$ cat config.mk
export PLATFORM = sky130hd
export DESIGN_NAME = fir2_pair_serializer
export DESIGN_NICKNAME = d
export VERILOG_FILES = /design/src/rtl/fir2_pair_serializer.sv
export SDC_FILE = /design/constraint.sdc
export NUM_CORES = 1
export LEC_CHECK = 0
export ABC_AREA = 1
export CAP_MARGIN = 15
export CORE_MARGIN = 2
export CORE_UTILIZATION = 60
export DETAILED_ROUTE_END_ITERATION = 7
export PLACE_DENSITY = 0.88
export SLEW_MARGIN = 40
export SYNTH_ARGS = -nofsm -noshare
export SYNTH_HDL_FRONTEND = slang
export SYNTH_SLANG_ARGS = --single-unit
$ cat constraint.sdc
create_clock -name clk -period 5.25 [get_ports clk]
set_clock_uncertainty 0.2 [all_clocks]
set_input_delay 1.3125 -clock clk [delete_from_list [all_inputs] [get_ports clk]]
set_output_delay 1.3125 -clock clk [all_outputs]
set_load 0.1 [all_outputs]
$ cat src/rtl/fir2_pair_serializer.sv
// fir2_pair_serializer: buffers (y2k, y2k_1) sample pairs from a two-phase
// polyphase FIR and emits them as one serial stream, y2k first, then y2k_1.
// The buffer is a DEPTH-entry pair FIFO. A one-bit phase selects which half
// of the head pair is being presented. The head entry pops only after its
// odd sample has been accepted downstream.
module fir2_pair_serializer #(
    parameter int DW    = 16,
    parameter int DEPTH = 4
) (
    input  logic                 clk,
    input  logic                 rst_n,      // active-high asynchronous reset despite the name
    input  logic signed [DW-1:0] y2k,
    input  logic signed [DW-1:0] y2k_1,
    input  logic                 in_valid,
    output logic                 in_ready,
    output logic signed [DW-1:0] out_data,
    output logic                 out_valid,
    input  logic                 out_ready,
    output logic                 out_even,
    output logic [15:0]          sample_cnt
);

    localparam int AW = (DEPTH > 1) ? $clog2(DEPTH) : 1;
    localparam int CW = AW + 1;
    localparam logic [CW-1:0] DEPTH_C = CW'(DEPTH);

    // Pair storage: even and odd halves kept side by side. No reset is needed.
    logic [DW-1:0] mem_even_q [DEPTH];
    logic [DW-1:0] mem_odd_q  [DEPTH];

    logic [AW-1:0] head_q, head_d;
    logic [AW-1:0] tail_q, tail_d;
    logic [CW-1:0] count_q, count_d;
    logic          phase_q, phase_d;
    logic [15:0]   sample_cnt_q, sample_cnt_d;

    logic          in_ready_s;
    logic          out_valid_s;
    logic          push_s;
    logic          xfer_s;
    logic          pop_s;
    logic [DW-1:0] out_data_s;

    assign in_ready_s  = (count_q < DEPTH_C);
    assign out_valid_s = (count_q != {CW{1'b0}});
    // A full buffer refuses the push even when it pops in the same cycle.
    assign push_s      = in_valid && in_ready_s;
    assign xfer_s      = out_valid_s && out_ready;
    assign pop_s       = xfer_s && phase_q;

    // Next-state logic for pointers, occupancy, phase and the transfer counter.
    always_comb begin
        head_d       = head_q;
        tail_d       = tail_q;
        count_d      = count_q;
        phase_d      = phase_q;
        sample_cnt_d = sample_cnt_q;

        if (push_s) begin
            tail_d = tail_q + AW'(1);
        end else begin
            tail_d = tail_q;
        end

        if (xfer_s) begin
            phase_d      = ~phase_q;
            sample_cnt_d = sample_cnt_q + 16'd1;
        end else begin
            phase_d      = phase_q;
            sample_cnt_d = sample_cnt_q;
        end

        if (pop_s) begin
            head_d = head_q + AW'(1);
        end else begin
            head_d = head_q;
        end

        case ({push_s, pop_s})
            2'b10:   count_d = count_q + CW'(1);
            2'b01:   count_d = count_q - CW'(1);
            default: count_d = count_q;
        endcase
    end

    // Control state registers. Reset discards any buffered or half-emitted pair.
    always_ff @(posedge clk or posedge rst_n) begin
        if (rst_n) begin
            head_q       <= {AW{1'b0}};
            tail_q       <= {AW{1'b0}};
            count_q      <= {CW{1'b0}};
            phase_q      <= 1'b0;
            sample_cnt_q <= 16'd0;
        end else begin
            head_q       <= head_d;
            tail_q       <= tail_d;
            count_q      <= count_d;
            phase_q      <= phase_d;
            sample_cnt_q <= sample_cnt_d;
        end
    end

    // Pair storage write at the tail on an accepted push.
    always_ff @(posedge clk) begin
        if (push_s) begin
            mem_even_q[tail_q] <= y2k;
            mem_odd_q[tail_q]  <= y2k_1;
        end
    end

    // Select the current half of the head pair, forced to zero when nothing is valid.
    always_comb begin
        out_data_s = {DW{1'b0}};
        if (out_valid_s) begin
            if (phase_q) begin
                out_data_s = mem_odd_q[head_q];
            end else begin
                out_data_s = mem_even_q[head_q];
            end
        end else begin
            out_data_s = {DW{1'b0}};
        end
    end

    assign in_ready   = in_ready_s;
    assign out_valid  = out_valid_s;
    assign out_data   = out_data_s;
    assign out_even   = out_valid_s & ~phase_q;
    assign sample_cnt = sample_cnt_q;

endmodule

== Word-level counts from Yosys, hierarchy flattened ==
Memory sizes are Yosys's and may differ from the RTL's.
Index checks and enable logic that the tools add are counted.
Operators by class
  add/subtract/negate cells: 5
  order comparisons: 1
  equal/unequal tests: 2
  multiplexer cells: 5
  bitwise operators: 2
  reductions and logical operators: 5
Operators with widths (number)
  16-bit two-way mux: 2
  16-bit by 1-bit adder with 16-bit output (second input constant): 1
  3-bit case mux with 2 select lines: 1
  2-bit by 1-bit adder with 2-bit output (second input constant): 2
  3-bit by 1-bit adder with 3-bit output (second input constant): 1
  1-bit logical AND: 3
  3-bit < comparator (second input constant): 1
  3-bit nonzero test: 1
  3-bit by 1-bit subtractor with 3-bit output (second input constant): 1
  2-bit by 1-bit equality test with 1-bit output (second input constant): 1
  2-bit equality test (second input constant): 1
  1-bit two-way mux: 2
  2-bit nonzero test: 1
  1-bit bitwise AND: 1
  1-bit inverter: 1
Word-level totals
  flip-flop bits (word level): 24
  memory bits (writable): 128
  bits of input ports: 36
  word-level logic and storage cells: 27
  memories kept: 2
Memory list
  mem_even_q: words 4, bits a word 16, read ports 1, clocked after Yosys merged registers in 0, write ports 1, line 28  | logic [DW-1:0] mem_even_q [DEPTH];
  mem_odd_q: words 4, bits a word 16, read ports 1, clocked after Yosys merged registers in 0, write ports 1, line 29  | logic [DW-1:0] mem_odd_q [DEPTH];

== Logic depth before layout (Yosys ltp) ==
  depth after elaboration: 5
  gate-level depth with buffers: 10

== Least setup slack after synthesis ==
OpenSTA, ideal clock, no wires.
  kind: input -> register
  start: input port in_valid
  end: memory mem_even_q[0][0] (enable)
  setup time: 0.421 ns
  data arrival time: 2.908 ns
  required time: 4.629 ns
  setup slack: 1.721 ns
  stages on the path: 2
  buffers on the path: 0
  cell sequence: nand2_1 nor2_1
Between the ends
  longest elaborated chain between the ends: 3
RTL lines
  from (decl): line 14  | input logic in_valid,
  1-bit logical AND: line 47  | assign push_s = in_valid && in_ready_s;
  1-bit two-way mux: line 105  | if (push_s) begin
  1-bit two-way mux (not written as such): line 106  | mem_even_q[tail_q] <= y2k;
  to (decl): line 28
No other way between the ends.

== Worst setup path in the final report ==
  start: register head_q[0]
  end: output port out_data[6]
Between the ends
  longest elaborated chain between the ends: 3
RTL lines
  from (decl): line 31  | logic [AW-1:0] head_q, head_d;
  from (signal assigned): line 89  | head_q <= {AW{1'b0}};
  memory read 4 x 16 bit, on equally long branches
  16-bit two-way mux (*): line 115  | if (phase_q) begin
  16-bit two-way mux (*): line 114  | if (out_valid_s) begin
  to (decl): line 16  | output logic signed [DW-1:0] out_data,
Every way passes the cells marked *; elsewhere a longest branch is shown, timed or not.

==> results.tsv <==
metric	value	unit
status	completed	
largest net degree at the start of global routing	68	
Die Y	107	um
CTS root buffer	clkbuf_8	
NumNets Final	678	
Fmax achieved	0.240	GHz
routability congestion estimate	0.840	
Antenna Violating Nets Remaining	0	
Least-Margin Pin Slew	0.701	ns
# hold bufs at CTS	0	
critical path class	register to primary output	
cell area after layout	7620	sq um
Remaining DRCs	0	
Die ar.	11500	sq um
sequential area share after synthesis	0.694	
initial antenna violation count	0	
vias	4504	
crit path max fanout	67	
hold worst-path end	sample_cnt[15]	
clock sink count	152	
Iter 0 DRT Violations	463	
placed cell count	752	
WHS Path Cells	2	
WL final	13.7	mm
GRT Total Usage	0.258	
first-pass GRT wire length	22.2	mm
dpl cell area	7080	sq um
global route overflow	0	
diode count	0	
Mapped Area	6400	sq um
post-synthesis cell type count	26	
# H-tree levels	4	
Clock Latency Late Sink	0.53	ns
Max-cap violations	0	
commonest non-fill, non-tap cell in the layout	edfxtp_1	
worst-path cell chain	buf_4, o21ai_0, o22ai_1, nand2_1, nand2_1, buf_4	
# resized after CTS	0	
Req. time, crit path	3.74	ns
R2R depth	8	
Fill cells	660	
Starting Density	0.620	
vias in the first global route	4581	
final hold vios	0	
layout overhead on the synthesized area	19.1	%
setup TNS	0	ns
post-CTS setup buffer count	0	
CTS tree	built	
cts bufs inserted	17	
commonest non-fill, non-tap cells in the layout	128 x edfxtp_1, 111 x nor2_1, 101 x nand2_1, 38 x o21ai_1, 35 x clkdlybuf4s50_1	
Die W	107	um
synth warn	0	
Boundary Pins	71	
min cycle time layout	4.16	ns
first drt pass iteration count	5	
Cells after Synth	563	
reg2reg end	count_q[2]	
CP peak stage delay	0.57	ns
CP startpoint kind	register	
period utilisation layout	0.793	
Worst Hold Class	register to register	
routed length per placed instance	17.5	um
Crit. End Element	primary output	
RSZ-0062 raised after global routing	no	
Net Count, Synth	606	
Synth Register Bits	152	
Max Slew Vio Count	0	
CTS Buffer Depth	2	
CP max-delay cell	buf_4	
Slew HR	0.532	
core area	10300	sq um
Buffers on Ports	70	
DP Wirelength	8.08	mm
Finished Layout Cells	784	
Mean Syn Cell Area	11.4	sq um
CP arrival	2.65	ns
proportion of layout cells with a drive suffix above 1	0.139	
register-to-register setup slack	2.70	ns
reg2reg start	phase_q	
Vias/cell	5.74	
# setup viols final	0	
hold path startpoint	sample_cnt[15]	
# rows	37	
clk slew on worst S/H paths	0.07	ns
[final cells by class]
class | count | area (sq um) | share of cell area
clock inverters | 15 | 129 | 0.0169
flip-flops and latches | 152 | 4450 | 0.583
well taps | 136 | 170 | 0.0223
inverters | 29 | 111 | 0.0146
multi-input cells | 358 | 1740 | 0.228
clock buffers | 17 | 414 | 0.0543
repair buffers | 77 | 618 | 0.0811
[synth_stat cells]
master,instances,area (sq um)
fa_1,1,20.0
buf_4,2,15.0
dfrtp_1,24,601
nand3_1,25,125
edfxtp_1,128,3840
buf_6,1,11.3
xnor2_1,3,26.3
ha_1,6,75.1
nor2_8,1,20.0
o22ai_1,16,100
xor2_1,7,61.3
inv_2,4,15.0
nand2_8,1,20.0
o21ai_1,38,190
a21oi_4,1,16.3
inv_1,25,93.8
nor2_1,115,432
nand4_1,4,25.0
nand2_1,101,379
clkbuf_1,7,26.3
a21oi_1,2,10.0
nor2_4,4,45.0
o21ai_0,28,140
nand3b_1,4,30.0
nand2_4,1,11.3
buf_2,14,70.1
[critical path: cells and delay by family (launching register included)]
kind                   cells  cell delay, ns
AOI/OAI and AO/OA          2            0.62
buffers and inverters      2            0.88
DFF                        1            0.38
and+or+nand+nor            2            0.21
[sequential cells by signal, summed over array words and instances (netlist names)]
| register | cells |
|---|---|
| tail_q | 2 |
| phase_q | 1 |
| mem_odd_q | 64 |
| count_q | 3 |
| sample_cnt | 16 |
| head_q | 2 |
| mem_even_q | 64 |
[metrics by stage]
step | hold WS (ns) | util | setup WS (ns)
after floorplan | 0.253 | - | 1.72
after global placement | 0.269 | 0.695 | 1.60
after detailed placement | 0.290 | 0.686 | 1.63
after CTS | 0.300 | 0.739 | 1.11
after global routing | 0.328 | 0.739 | 1.01
final | 0.306 | 0.739 | 1.09
[layer usage]
metal,GRT usage,vias to the layer above,routed length [um]
met2,0.444,221,7050
met1,0.309,2171,5220
met4,0.120,0,401
met5,0,-,0
met3,0.0605,34,1060
li1,-,2078,-
[worst max-delay path by stage]
stage | startpoint | end | slack [ns] | cells after the start
finish | head_q[0] | out_data[6] | 1.09 | 6
global route | head_q[1] | out_data[5] | 1.01 | 7
CTS | head_q[1] | out_data[2] | 1.11 | 7
detailed placement | out_ready | count_q[2] | 1.63 | 9
global placement | phase_q | out_even | 1.60 | 3
floorplan | in_valid | mem_even_q[0][0] | 1.72 | 2
[cells by family after synthesis]
logic type,synth area share
buf+inv,0.0362
simple gates,0.170
xor+xnor,0.0137
fa+ha+maj,0.0149
flops,0.694
compound gates,0.0713
Power is not shown: default switching activity piles up to over one toggle a cycle in this logic, so the estimate is an artifact.
